<file path="src/rtl/cgra_config_sequencer_pkg.sv">
// Shared types, default widths and cycle counts for the CGRA config sequencer.
package cgra_cfg_seq_pkg;

   localparam int DEF_ADDR_W          = 32;
   localparam int DEF_DATA_W          = 32;
   localparam int DEF_SIZE_W          = 16;
   localparam int DEF_FLUSH_STALL_CYC = 8;
   localparam int DEF_FLUSH_RUN_CYC   = 2;
   localparam int DEF_NUM_APPS        = 1;
   localparam int DEF_CNT_W           = 64;
   localparam int DEF_TIMEOUT_W       = 32;

   typedef enum logic [2:0] {
      ST_IDLE,
      ST_CONFIG,
      ST_GAP,
      ST_FLUSH_STALL,
      ST_FLUSH_RUN,
      ST_RUN,
      ST_FINISH
   } seq_state_e;

   typedef struct packed {
      logic [DEF_ADDR_W-1:0] addr;
      logic [DEF_DATA_W-1:0] data;
   } cfg_word_t;

   function automatic int max_int(input int a, input int b);
      return (a > b) ? a : b;
   endfunction

endpackage

</file>
<file path="src/rtl/cgra_config_sequencer_cycle_tracker.sv">
// RUN-phase cycle counter with per-app first-done capture and timeout detect.
module cfg_seq_cycle_tracker
   import cgra_cfg_seq_pkg::*;
#(
   parameter int NUM_APPS  = DEF_NUM_APPS,
   parameter int CNT_W     = DEF_CNT_W,
   parameter int TIMEOUT_W = DEF_TIMEOUT_W
) (
   input  logic                      clk,
   input  logic                      reset,
   input  logic                      clear_i,
   input  logic                      run_i,
   input  logic [NUM_APPS-1:0]       app_done_i,
   input  logic [NUM_APPS-1:0]       done_mask_i,
   input  logic [TIMEOUT_W-1:0]      timeout_lim_i,
   output logic [NUM_APPS*CNT_W-1:0] app_cycles_o,
   output logic                      all_done_o,
   output logic                      timeout_o
);
   localparam int CMP_W = max_int(CNT_W, TIMEOUT_W);

   logic [CNT_W-1:0]          cnt_q, cnt_d;
   logic [NUM_APPS-1:0]       seen_q, seen_d;
   logic [NUM_APPS*CNT_W-1:0] cyc_q;

   assign seen_d       = seen_q | (app_done_i & {NUM_APPS{run_i}});
   assign cnt_d        = (!run_i) ? '0 : ((&cnt_q) ? cnt_q : cnt_q + CNT_W'(1));
   // Done is judged on this cycle's flags so the exit follows the last done by one cycle.
   assign all_done_o   = run_i && ((seen_d & done_mask_i) == done_mask_i);
   assign timeout_o    = run_i && (timeout_lim_i != '0) &&
                         (CMP_W'(cnt_q) >= CMP_W'(timeout_lim_i));
   assign app_cycles_o = cyc_q;

   always_ff @(posedge clk) begin
      if (reset || clear_i) begin
         cnt_q  <= '0;
         seen_q <= '0;
         cyc_q  <= '0;
      end else begin
         cnt_q  <= cnt_d;
         seen_q <= seen_d;
         for (int i = 0; i < NUM_APPS; i++) begin
            if (seen_d[i] && !seen_q[i]) cyc_q[i*CNT_W +: CNT_W] <= cnt_q;
         end
      end
   end

endmodule

</file>
<file path="src/rtl/cgra_config_sequencer.sv">
// Streams {addr,data} config words onto the CGRA bus, runs stall/flush release, then
// monitors app done flags. CFG_READBACK_EN adds per-word readback compare on err.
// States: IDLE wait start | CONFIG stream words | GAP drain write | FLUSH_STALL flush+stall
//         FLUSH_RUN flush only | RUN count/monitor apps | FINISH report, back to IDLE
module cgra_config_sequencer
   import cgra_cfg_seq_pkg::*;
#(
   parameter int ADDR_W          = DEF_ADDR_W,
   parameter int DATA_W          = DEF_DATA_W,
   parameter int SIZE_W          = DEF_SIZE_W,
   parameter int FLUSH_STALL_CYC = DEF_FLUSH_STALL_CYC,
   parameter int FLUSH_RUN_CYC   = DEF_FLUSH_RUN_CYC,
   parameter int NUM_APPS        = DEF_NUM_APPS,
   parameter int CNT_W           = DEF_CNT_W,
   parameter int TIMEOUT_W       = DEF_TIMEOUT_W
) (
   input  logic                      clk,
   input  logic                      reset,
   input  logic                      start,
   input  logic [SIZE_W-1:0]         bs_size,
   input  logic [TIMEOUT_W-1:0]      timeout_lim,
   input  logic [NUM_APPS-1:0]       done_mask,
   input  logic                      bs_valid,
   output logic                      bs_ready,
   input  logic [ADDR_W-1:0]         bs_addr,
   input  logic [DATA_W-1:0]         bs_data,
   output logic [ADDR_W-1:0]         config_config_addr,
   output logic [DATA_W-1:0]         config_config_data,
   output logic                      config_write,
   output logic                      config_read,
   input  logic [DATA_W-1:0]         config_rdata,
   output logic                      stall,
   output logic                      flush,
   input  logic [NUM_APPS-1:0]       app_done,
   output logic [NUM_APPS*CNT_W-1:0] app_cycles,
   output logic                      busy,
   output logic                      seq_done,
   output logic                      timed_out,
   output logic                      err
);
   localparam int TMR_W = $clog2(max_int(FLUSH_STALL_CYC, FLUSH_RUN_CYC) + 1);

   seq_state_e           state_q;
   logic [TMR_W-1:0]     tmr_q;
   logic [SIZE_W-1:0]    wcnt_q, wcnt_d, size_q;
   logic [TIMEOUT_W-1:0] tlim_q;
   logic [NUM_APPS-1:0]  mask_q;
   logic [ADDR_W-1:0]    addr_q;
   logic [DATA_W-1:0]    data_q;
   logic                 bs_ready_q, write_q, read_q, stall_q, flush_q;
   logic                 busy_q, seq_done_q, timed_out_q, err_q;
   logic                 accept, trk_clear, trk_all_done, trk_timeout;
`ifdef CFG_READBACK_EN
   logic [1:0]           rb_ph_q;
`else
   logic                 unused_rdata;
   assign unused_rdata = ^config_rdata;
`endif

   assign accept    = bs_valid && bs_ready_q;
   assign wcnt_d    = wcnt_q + SIZE_W'(1);
   assign trk_clear = (state_q == ST_IDLE) && start;

   cfg_seq_cycle_tracker #(
      .NUM_APPS  (NUM_APPS),
      .CNT_W     (CNT_W),
      .TIMEOUT_W (TIMEOUT_W)
   ) u_tracker (
      .clk           (clk),
      .reset         (reset),
      .clear_i       (trk_clear),
      .run_i         (state_q == ST_RUN),
      .app_done_i    (app_done),
      .done_mask_i   (mask_q),
      .timeout_lim_i (tlim_q),
      .app_cycles_o  (app_cycles),
      .all_done_o    (trk_all_done),
      .timeout_o     (trk_timeout)
   );

   always_ff @(posedge clk) begin
      if (reset) begin
         state_q     <= ST_IDLE;
         tmr_q       <= '0;
         wcnt_q      <= '0;
         size_q      <= '0;
         tlim_q      <= '0;
         mask_q      <= '0;
         addr_q      <= '0;
         data_q      <= '0;
         bs_ready_q  <= 1'b0;
         write_q     <= 1'b0;
         read_q      <= 1'b0;
         stall_q     <= 1'b1;
         flush_q     <= 1'b0;
         busy_q      <= 1'b0;
         seq_done_q  <= 1'b0;
         timed_out_q <= 1'b0;
         err_q       <= 1'b0;
`ifdef CFG_READBACK_EN
         rb_ph_q     <= 2'd0;
`endif
      end else begin
         write_q <= 1'b0;
         read_q  <= 1'b0;
         case (state_q)
            ST_IDLE: begin
               if (start) begin
                  size_q      <= bs_size;
                  tlim_q      <= timeout_lim;
                  mask_q      <= done_mask;
                  wcnt_q      <= '0;
                  seq_done_q  <= 1'b0;
                  timed_out_q <= 1'b0;
                  err_q       <= 1'b0;
                  busy_q      <= 1'b1;
`ifdef CFG_READBACK_EN
                  rb_ph_q     <= 2'd0;
`endif
                  if (bs_size == '0) begin
                     state_q <= ST_GAP;
                  end else begin
                     state_q    <= ST_CONFIG;
                     bs_ready_q <= 1'b1;
                  end
               end
            end
            ST_CONFIG: begin
`ifdef CFG_READBACK_EN
               // Phases: 1 = write on bus, 2 = read on bus, 3 = rdata valid for compare.
               case (rb_ph_q)
                  2'd1: begin
                     read_q  <= 1'b1;
                     rb_ph_q <= 2'd2;
                  end
                  2'd2: begin
                     rb_ph_q    <= 2'd3;
                     bs_ready_q <= (wcnt_q != size_q);
                  end
                  2'd3: begin
                     rb_ph_q <= 2'd0;
                     if (config_rdata != data_q) err_q <= 1'b1;
                     if (wcnt_q == size_q) state_q <= ST_GAP;
                  end
                  default: ;
               endcase
               if (accept) begin
                  addr_q     <= bs_addr;
                  data_q     <= bs_data;
                  write_q    <= 1'b1;
                  wcnt_q     <= wcnt_d;
                  bs_ready_q <= 1'b0;
                  rb_ph_q    <= 2'd1;
               end
`else
               if (accept) begin
                  addr_q  <= bs_addr;
                  data_q  <= bs_data;
                  write_q <= 1'b1;
                  wcnt_q  <= wcnt_d;
                  if (wcnt_d == size_q) begin
                     bs_ready_q <= 1'b0;
                     state_q    <= ST_GAP;
                  end
               end
`endif
            end
            ST_GAP: begin
               state_q <= ST_FLUSH_STALL;
               flush_q <= 1'b1;
               tmr_q   <= TMR_W'(FLUSH_STALL_CYC - 1);
            end
            ST_FLUSH_STALL: begin
               if (tmr_q == '0) begin
                  state_q <= ST_FLUSH_RUN;
                  stall_q <= 1'b0;
                  tmr_q   <= TMR_W'(FLUSH_RUN_CYC - 1);
               end else begin
                  tmr_q <= tmr_q - TMR_W'(1);
               end
            end
            ST_FLUSH_RUN: begin
               if (tmr_q == '0) begin
                  state_q <= ST_RUN;
                  flush_q <= 1'b0;
               end else begin
                  tmr_q <= tmr_q - TMR_W'(1);
               end
            end
            ST_RUN: begin
               if (trk_all_done || trk_timeout) begin
                  state_q <= ST_FINISH;
                  stall_q <= 1'b1;
                  busy_q  <= 1'b0;
                  if (trk_all_done) seq_done_q  <= 1'b1;
                  else              timed_out_q <= 1'b1;
               end
            end
            ST_FINISH: state_q <= ST_IDLE;
            default:   state_q <= ST_IDLE;
         endcase
      end
   end

   assign bs_ready           = bs_ready_q;
   assign config_config_addr = addr_q;
   assign config_config_data = data_q;
   assign config_write       = write_q;
   assign config_read        = read_q;
   assign stall              = stall_q;
   assign flush              = flush_q;
   assign busy               = busy_q;
   assign seq_done           = seq_done_q;
   assign timed_out          = timed_out_q;
   assign err                = err_q;

endmodule

</file>
<file path="config.mk">
export PLATFORM = sky130hd
export DESIGN_NAME = cgra_config_sequencer
export DESIGN_NICKNAME = d
export VERILOG_FILES = /design/src/rtl/cgra_config_sequencer_pkg.sv /design/src/rtl/cgra_config_sequencer_cycle_tracker.sv /design/src/rtl/cgra_config_sequencer.sv
export SDC_FILE = /design/constraint.sdc
export NUM_CORES = 1
export LEC_CHECK = 0
export CAP_MARGIN = 15
export CELL_PAD_IN_SITES_DETAIL_PLACEMENT = 1
export CELL_PAD_IN_SITES_GLOBAL_PLACEMENT = 1
export CORE_MARGIN = 1.5
export CORE_UTILIZATION = 39
export DETAILED_ROUTE_END_ITERATION = 10
export PLACE_DENSITY_LB_ADDON = 0.1
export SLEW_MARGIN = 0
export SYNTH_ARGS = -nofsm -noshare
export SYNTH_HDL_FRONTEND = slang
export SYNTH_SLANG_ARGS = --single-unit
</file>
<file path="constraint.sdc">
create_clock -name clk -period 4.3 [get_ports clk]
set_input_delay 0.86 -clock clk [delete_from_list [all_inputs] [get_ports clk]]
set_output_delay 0.86 -clock clk [all_outputs]
set_load 0.05 [all_outputs]
</file>
==> results_dict.tcl, run 1 <==
set metrics [dict create \
    finalPower_mw 6.77 \
    gp_congestion 0.802 \
    postCtsSetupRepairBufs 0 \
    via_per_inst 5.30 \
    path_buf_inv 0 \
    yosysTopAreaCell "dfxtp_1" \
    hold_violations 0 \
    cts.sink_count 272 \
    postRouteAntennaNets 0 \
    grt_use_total_pct 23.6 \
    core_mm2 0.0304 \
    maxSlewViolCount 0 \
    clock_latency_ns 0.57 \
    synth.yosys.seq_area_share_pct 45.3 \
    pre_cts_slack_ns 1.02 \
    ctsHoldBuffers 0 \
    ys_types 62 \
    outcome "completed" \
    synthFlopType "dfxtp_1" \
    synth_cells 1557 \
    wl_met1_um 16200 \
    path_cells "and4_4 > nand4_4 > or4_1 > or4_4 > or4_4 > or3_1 > a21oi_1" \
    cts_made_buffers 30 \
    pin_count 287 \
    rsz0062_at_grt "no" \
    skew_ns 0.0200 \
    period_share_pct 77.1 \
    grt_max_degree 87 \
    hold_ws_ns 0.455 \
    crit_top_cell "or4_4" \
    wl_per_cell_um 17.3 \
    p_per_area_mw_per_mm2 427 \
    final_cell_mix "416 x nand2_1, 272 x dfxtp_1, 251 x clkdlybuf4s50_1, 227 x a21oi_1, 92 x nor2_1" \
    met3_wirelength_um 2290 \
    drc 0 \
    cp_slowest_stage_delay_ns 0.73 \
    fin_crit_ns 3.31 \
    tightest_slew_ns 1.08 \
    dieArea_mm2 0.0319 \
    peakVddDrop_uv 310 \
    crit_type "flip-flop to flip-flop" \
    cts_buffer_depth 3 \
    grt_overflow 0 \
    antenna_found_initial 8 \
    crit_path_max_fanout 8 \
    synthArstFlopShare_pct 0 \
    drt_iter0_drc 607 \
    grt_pass1_wl_um 60400 \
    leakage_nw 5.22 \
    drt_wl_total_um 37800 \
    postSynthAreaPerCell_um2 7.72 \
    first_pass_iters 5 \
    slew_headroom_pct 27.5 \
    htree_levels 1 \
    end_kind "flip-flop" \
    cts_tree "yes" \
    syn-cell-area_mm2 0.0120 \
    crit_family "simple AND/OR/NAND/NOR gates" \
    cp_slowest_cell "or4_1" \
    synth_top_area_share_pct 45.3 \
    die_y_um 179 \
    numPortBuffers 252 \
    ys_ff_latch 272 \
    tns_ns 0 \
    grt_pass1_vias 11900 \
    clk_pin_slew_ns 0.06 \
    drv_cap 0 \
    rows 64 \
    dr_wl_met2_um 18300 \
    cts-root-buf "clkbuf_16" \
    worstPathRequired_ns 4.77 \
    drive_above_1_share_pct 4.97 \
    start_util_pct 39.5 \
    hp-class "flip-flop to flip-flop" \
    ys_warn_count 0 \
    vias 11600 \
    timing.final.ws_setup_ns 0.986 \
    routed.top_layer "met4" \
    worstSetupStartpointType "flip-flop" \
    post_cts_resized 0 \
    setup_viol 0 \
    fin_nets 1953 \
    fillCellCount 3710 \
    die_w_um 179 \
    finalNonFillerCells 2191 \
    syn_to_final_growth_pct 31.9 \
    cp_data_arrival_time_ns 3.79 \
    hpwl_um 26900 \
    dp_cells 2130 \
    fmax_mhz 302 \
    final_common_cell "nand2_1" \
    synth_edf_count 0 \
    synthTopCellsByArea "dfxtp_1 45%, nand2_1 13%, a21oi_1 9.5%" \
]
-- Yosys cell counts (8+ instances only) --
cell type	instances
a21oi_1	227
or3_1	19
dfxtp_1	272
nor2_1	93
or4_1	8
inv_1	46
xor2_1	15
nand2b_1	10
o21ai_0	39
clkbuf_1	82
nor4_1	33
xnor2_1	49
nand3_1	37
nor3_1	42
ha_1	36
nand4_1	25
and3_1	10
nand2_1	417
-- state kept, by name, indices dropped and copies added, names as in the netlist, 3 cells and up --
signal and cells:
size_q 16, u_tracker.cnt_q 64, config_config_addr 32, tmr_q 4, tlim_q 32, wcnt_q 16
u_tracker.app_cycles_o 64, state_q 3, config_config_data 32
-- per-layer routing --
| layer | track usage (%) | vias to the layer above |
|---|---|---|
| met2 | 40.6 | 244 |
| met5 | 0 | - |
| li1 | - | 5709 |
| met4 | 7.57 | 0 |
| met1 | 28.6 | 5591 |
| met3 | 5.97 | 66 |
-- path summary, 6_finish.rpt --
check                                           end          startpoint  slack, ns  depth (start not counted)
worst min-delay path                          stall               stall       0.45                          1
worst min register to register                stall               stall       0.45                          1
worst max-delay path            u_tracker.cnt_q[61]  u_tracker.cnt_q[3]       0.99                          7
worst max register to register  u_tracker.cnt_q[61]  u_tracker.cnt_q[3]       0.99                          7
-- metrics by stage --
stage                     utilization [%]  area [um^2]
after floorplan                         -        12000
after global placement               48.7        14800
after detailed placement             48.7        14800
after CTS                            52.0        15800
after global routing                 52.1        15800
final                                52.1        15800
-- cell type report --
type | count | area, um^2 | area share (%)
antenna | 6 | 15.0 | 0.0947
clock buffer | 45 | 908 | 5.73
clock inverter | 9 | 72.6 | 0.458
inverter | 46 | 173 | 1.09
multi-input combinational | 1149 | 6070 | 38.3
sequential | 272 | 5450 | 34.4
tap | 396 | 495 | 3.13
timing repair buffer | 268 | 2670 | 16.8
-- power by group --
group          switching [mW]  internal [mW]
Sequential              0.156           2.67
Combinational           0.872          0.511
Clock                    1.05           1.51
-- worst register-to-register path: stages (launching register included) --
cell and delay, ns:
dfxtp_1 0.48, and4_4 0.32, nand4_4 0.16, or4_1 0.73, or4_4 0.59, or4_4 0.47, or3_1 0.32, a21oi_1 0.16
-- logic make-up (layout without fill, tap and decap cells) --
| group | after synthesis | in the layout | synth area share, % |
|---|---|---|---|
| mux | 2 | 2 | 0.167 |
| buf+inv | 137 | 368 | 4.35 |
| simple gates | 732 | 732 | 27.5 |
| flops | 272 | 272 | 45.3 |
| xor+xnor | 64 | 64 | 4.67 |
| compound gates | 313 | 313 | 14.2 |
| fa+ha+maj | 36 | 36 | 3.75 |
| other cells | 1 | 8 | 0.0312 |
No activity file was read; power rests on OpenSTA's default activity.
==> run 2: changes to the inputs <==
Settings changed: CORE_UTILIZATION 39 to 36.
Clock period 4.3 ns to 3.5 ns, I/O delays scaled along.
==> run 2 against run 1 <==
  * Clock power up 42%
  * First-iteration DRC count down 11%
  * Design area increased by 1.8%
  * Critical path depth unchanged
==> results_dict.tcl, run 2 (synthesis results as in run 1) <==
set metrics [dict create \
    final_common_cell "nand2_1" \
    pre_cts_slack_ns 0.395 \
    core_mm2 0.0327 \
    worst_r2r_startpoint "u_tracker.cnt_q[3]" \
    internal_power_mw 6.18 \
    cts.sink_count 272 \
    pin_count 287 \
    grt_max_degree 101 \
    fin_nets 1958 \
    postCtsSetupRepairBufs 0 \
    wl_per_cell_um 16.9 \
    pwr-share-seq_pct 39.5 \
    ctsHoldBuffers 0 \
    worstSetupStartpointType "flip-flop" \
    multi_input_area_mm2 0.00607 \
    leakage_nw 5.33 \
    drt_wl_total_um 38000 \
    gp_congestion 0.801 \
    sw_frac_of_total_pct 29.8 \
    peakVddDrop_uv 403 \
    grt_use_total_pct 21.9 \
    crit_top_cell "or4_4" \
    grt_overflow 0 \
    rsz0062_at_grt "no" \
    min_from "config_config_addr[19]" \
    cp_data_arrival_time_ns 3.65 \
    final_cell_mix "416 x nand2_1, 272 x dfxtp_1, 251 x clkdlybuf4s50_1, 227 x a21oi_1, 92 x nor2_1" \
    setup_viol 0 \
    end_kind "flip-flop" \
    cp_slowest_cell "or4_1" \
    skew_ns 0.0152 \
    cts_tree "yes" \
    hpwl_um 26800 \
    tightest_slew_ns 0.915 \
    maxSlewViolCount 0 \
    die_w_um 186 \
    grt_pass1_vias 11600 \
    htree_levels 1 \
    drt_iter0_drc 543 \
    finalNonFillerCells 2243 \
    via_per_inst 5.17 \
    post_cts_resized 0 \
    numPortBuffers 252 \
    clk_pin_slew_ns 0.06 \
    drive_above_1_share_pct 5.57 \
    dp_cells 2180 \
    cts_made_buffers 31 \
    outcome "completed" \
    cts_buffer_depth 3 \
    fmax_mhz 315 \
    p_switching_mw 2.62 \
    clkPwrFrac_pct 41.1 \
    hp-class "flip-flop to flip-flop" \
    period_share_pct 90.6 \
    worstSetupStartpoint "u_tracker.cnt_q[3]" \
    p_per_area_mw_per_mm2 546 \
    die_y_um 186 \
    worstPathRequired_ns 3.98 \
    start_util_pct 36.7 \
    fillCellCount 3979 \
    vias 11600 \
    timing.final.ws_setup_ns 0.330 \
    grt_pass1_wl_um 60400 \
    drv_cap 0 \
    rows 66 \
    first_pass_iters 7 \
    dieArea_mm2 0.0345 \
    slew_headroom_pct 38.7 \
    path_cells "and4_4 > nand4_4 > or4_1 > or4_4 > or4_4 > or3_1 > a21oi_1" \
    clock_latency_ns 0.56 \
    syn_to_final_growth_pct 34.3 \
    tns_ns 0 \
    hold_violations 0 \
    crit_type "flip-flop to flip-flop" \
    antenna_found_initial 7 \
    regArea_mm2 0.00545 \
    cp_slowest_stage_delay_ns 0.64 \
    finalPower_mw 8.80 \
    fin_crit_ns 3.17 \
    crit_path_max_fanout 7 \
    pwr-share-comb_pct 19.5 \
    cts-root-buf "clkbuf_16" \
    drc 0 \
    postRouteAntennaNets 0 \
]
==> run 2: cell count changes in the layout (fill, tap and decap cells not counted), sizes merged <==
cell | previous run | this run
clkbuf | 45 | 35
bufinv | 1 | 8
buf | 17 | 21
clkinvlp | 1 | 4
clkinv | 7 | 9
diode | 6 | 5
inv | 46 | 47
==> run 2: cell type report <==
cell class              count  share of cell area (%)
flip-flops and latches    272                    33.7
well taps                 442                    3.43
inverters                  46                    1.07
diodes                      5                  0.0775
repair buffers            272                    17.0
multi-input cells        1149                    37.6
clock inverters            22                    2.01
clock buffers              35                    5.02
==> run 2: per-stage QoR <==
step | util [%] | cell area, um^2 | hold slack, ns
after global placement | 45.8 | 15000 | 0.440
after CTS | 49.2 | 16100 | 0.456
after detailed placement | 45.8 | 15000 | 0.442
final | 49.3 | 16100 | 0.452
after global routing | 49.3 | 16100 | 0.468
after floorplan | - | 12000 | 0.432
==> run 2: path summary, 6_finish.rpt <==
kind	endpoint	slack [ns]	cells after the start
setup / recovery	u_tracker.cnt_q[61]	0.33	7
hold / removal	config_config_addr[19]	0.45	2
setup reg to reg	u_tracker.cnt_q[61]	0.33	7
hold reg to reg	config_config_addr[19]	0.45	2
==> run 2: power groups by stage <==
stage	sequential [mW]	combinational [mW]	clock (mW)
final	3.47	1.71	3.62
after global routing	3.50	1.89	3.85
after CTS	3.47	1.73	3.71
after detailed placement	3.54	1.72	0
after global placement	3.53	1.67	0
after floorplan	3.62	0.988	0
==> run 2: worst max-delay path: cells and delay by family (launching register included) <==
family	cells	cell delay, ns
compound gates	1	0.17
flops	1	0.47
simple gates	6	2.45
==> run 2: per-layer routing <==
metal	global-route usage, %	vias to the layer above	share of wire, %
li1	-	5737	-
met1	27.3	5590	44
met2	37.4	212	48
met3	5.56	57	5.9
met4	5.48	4	2.1
met5	0.444	-	0.082
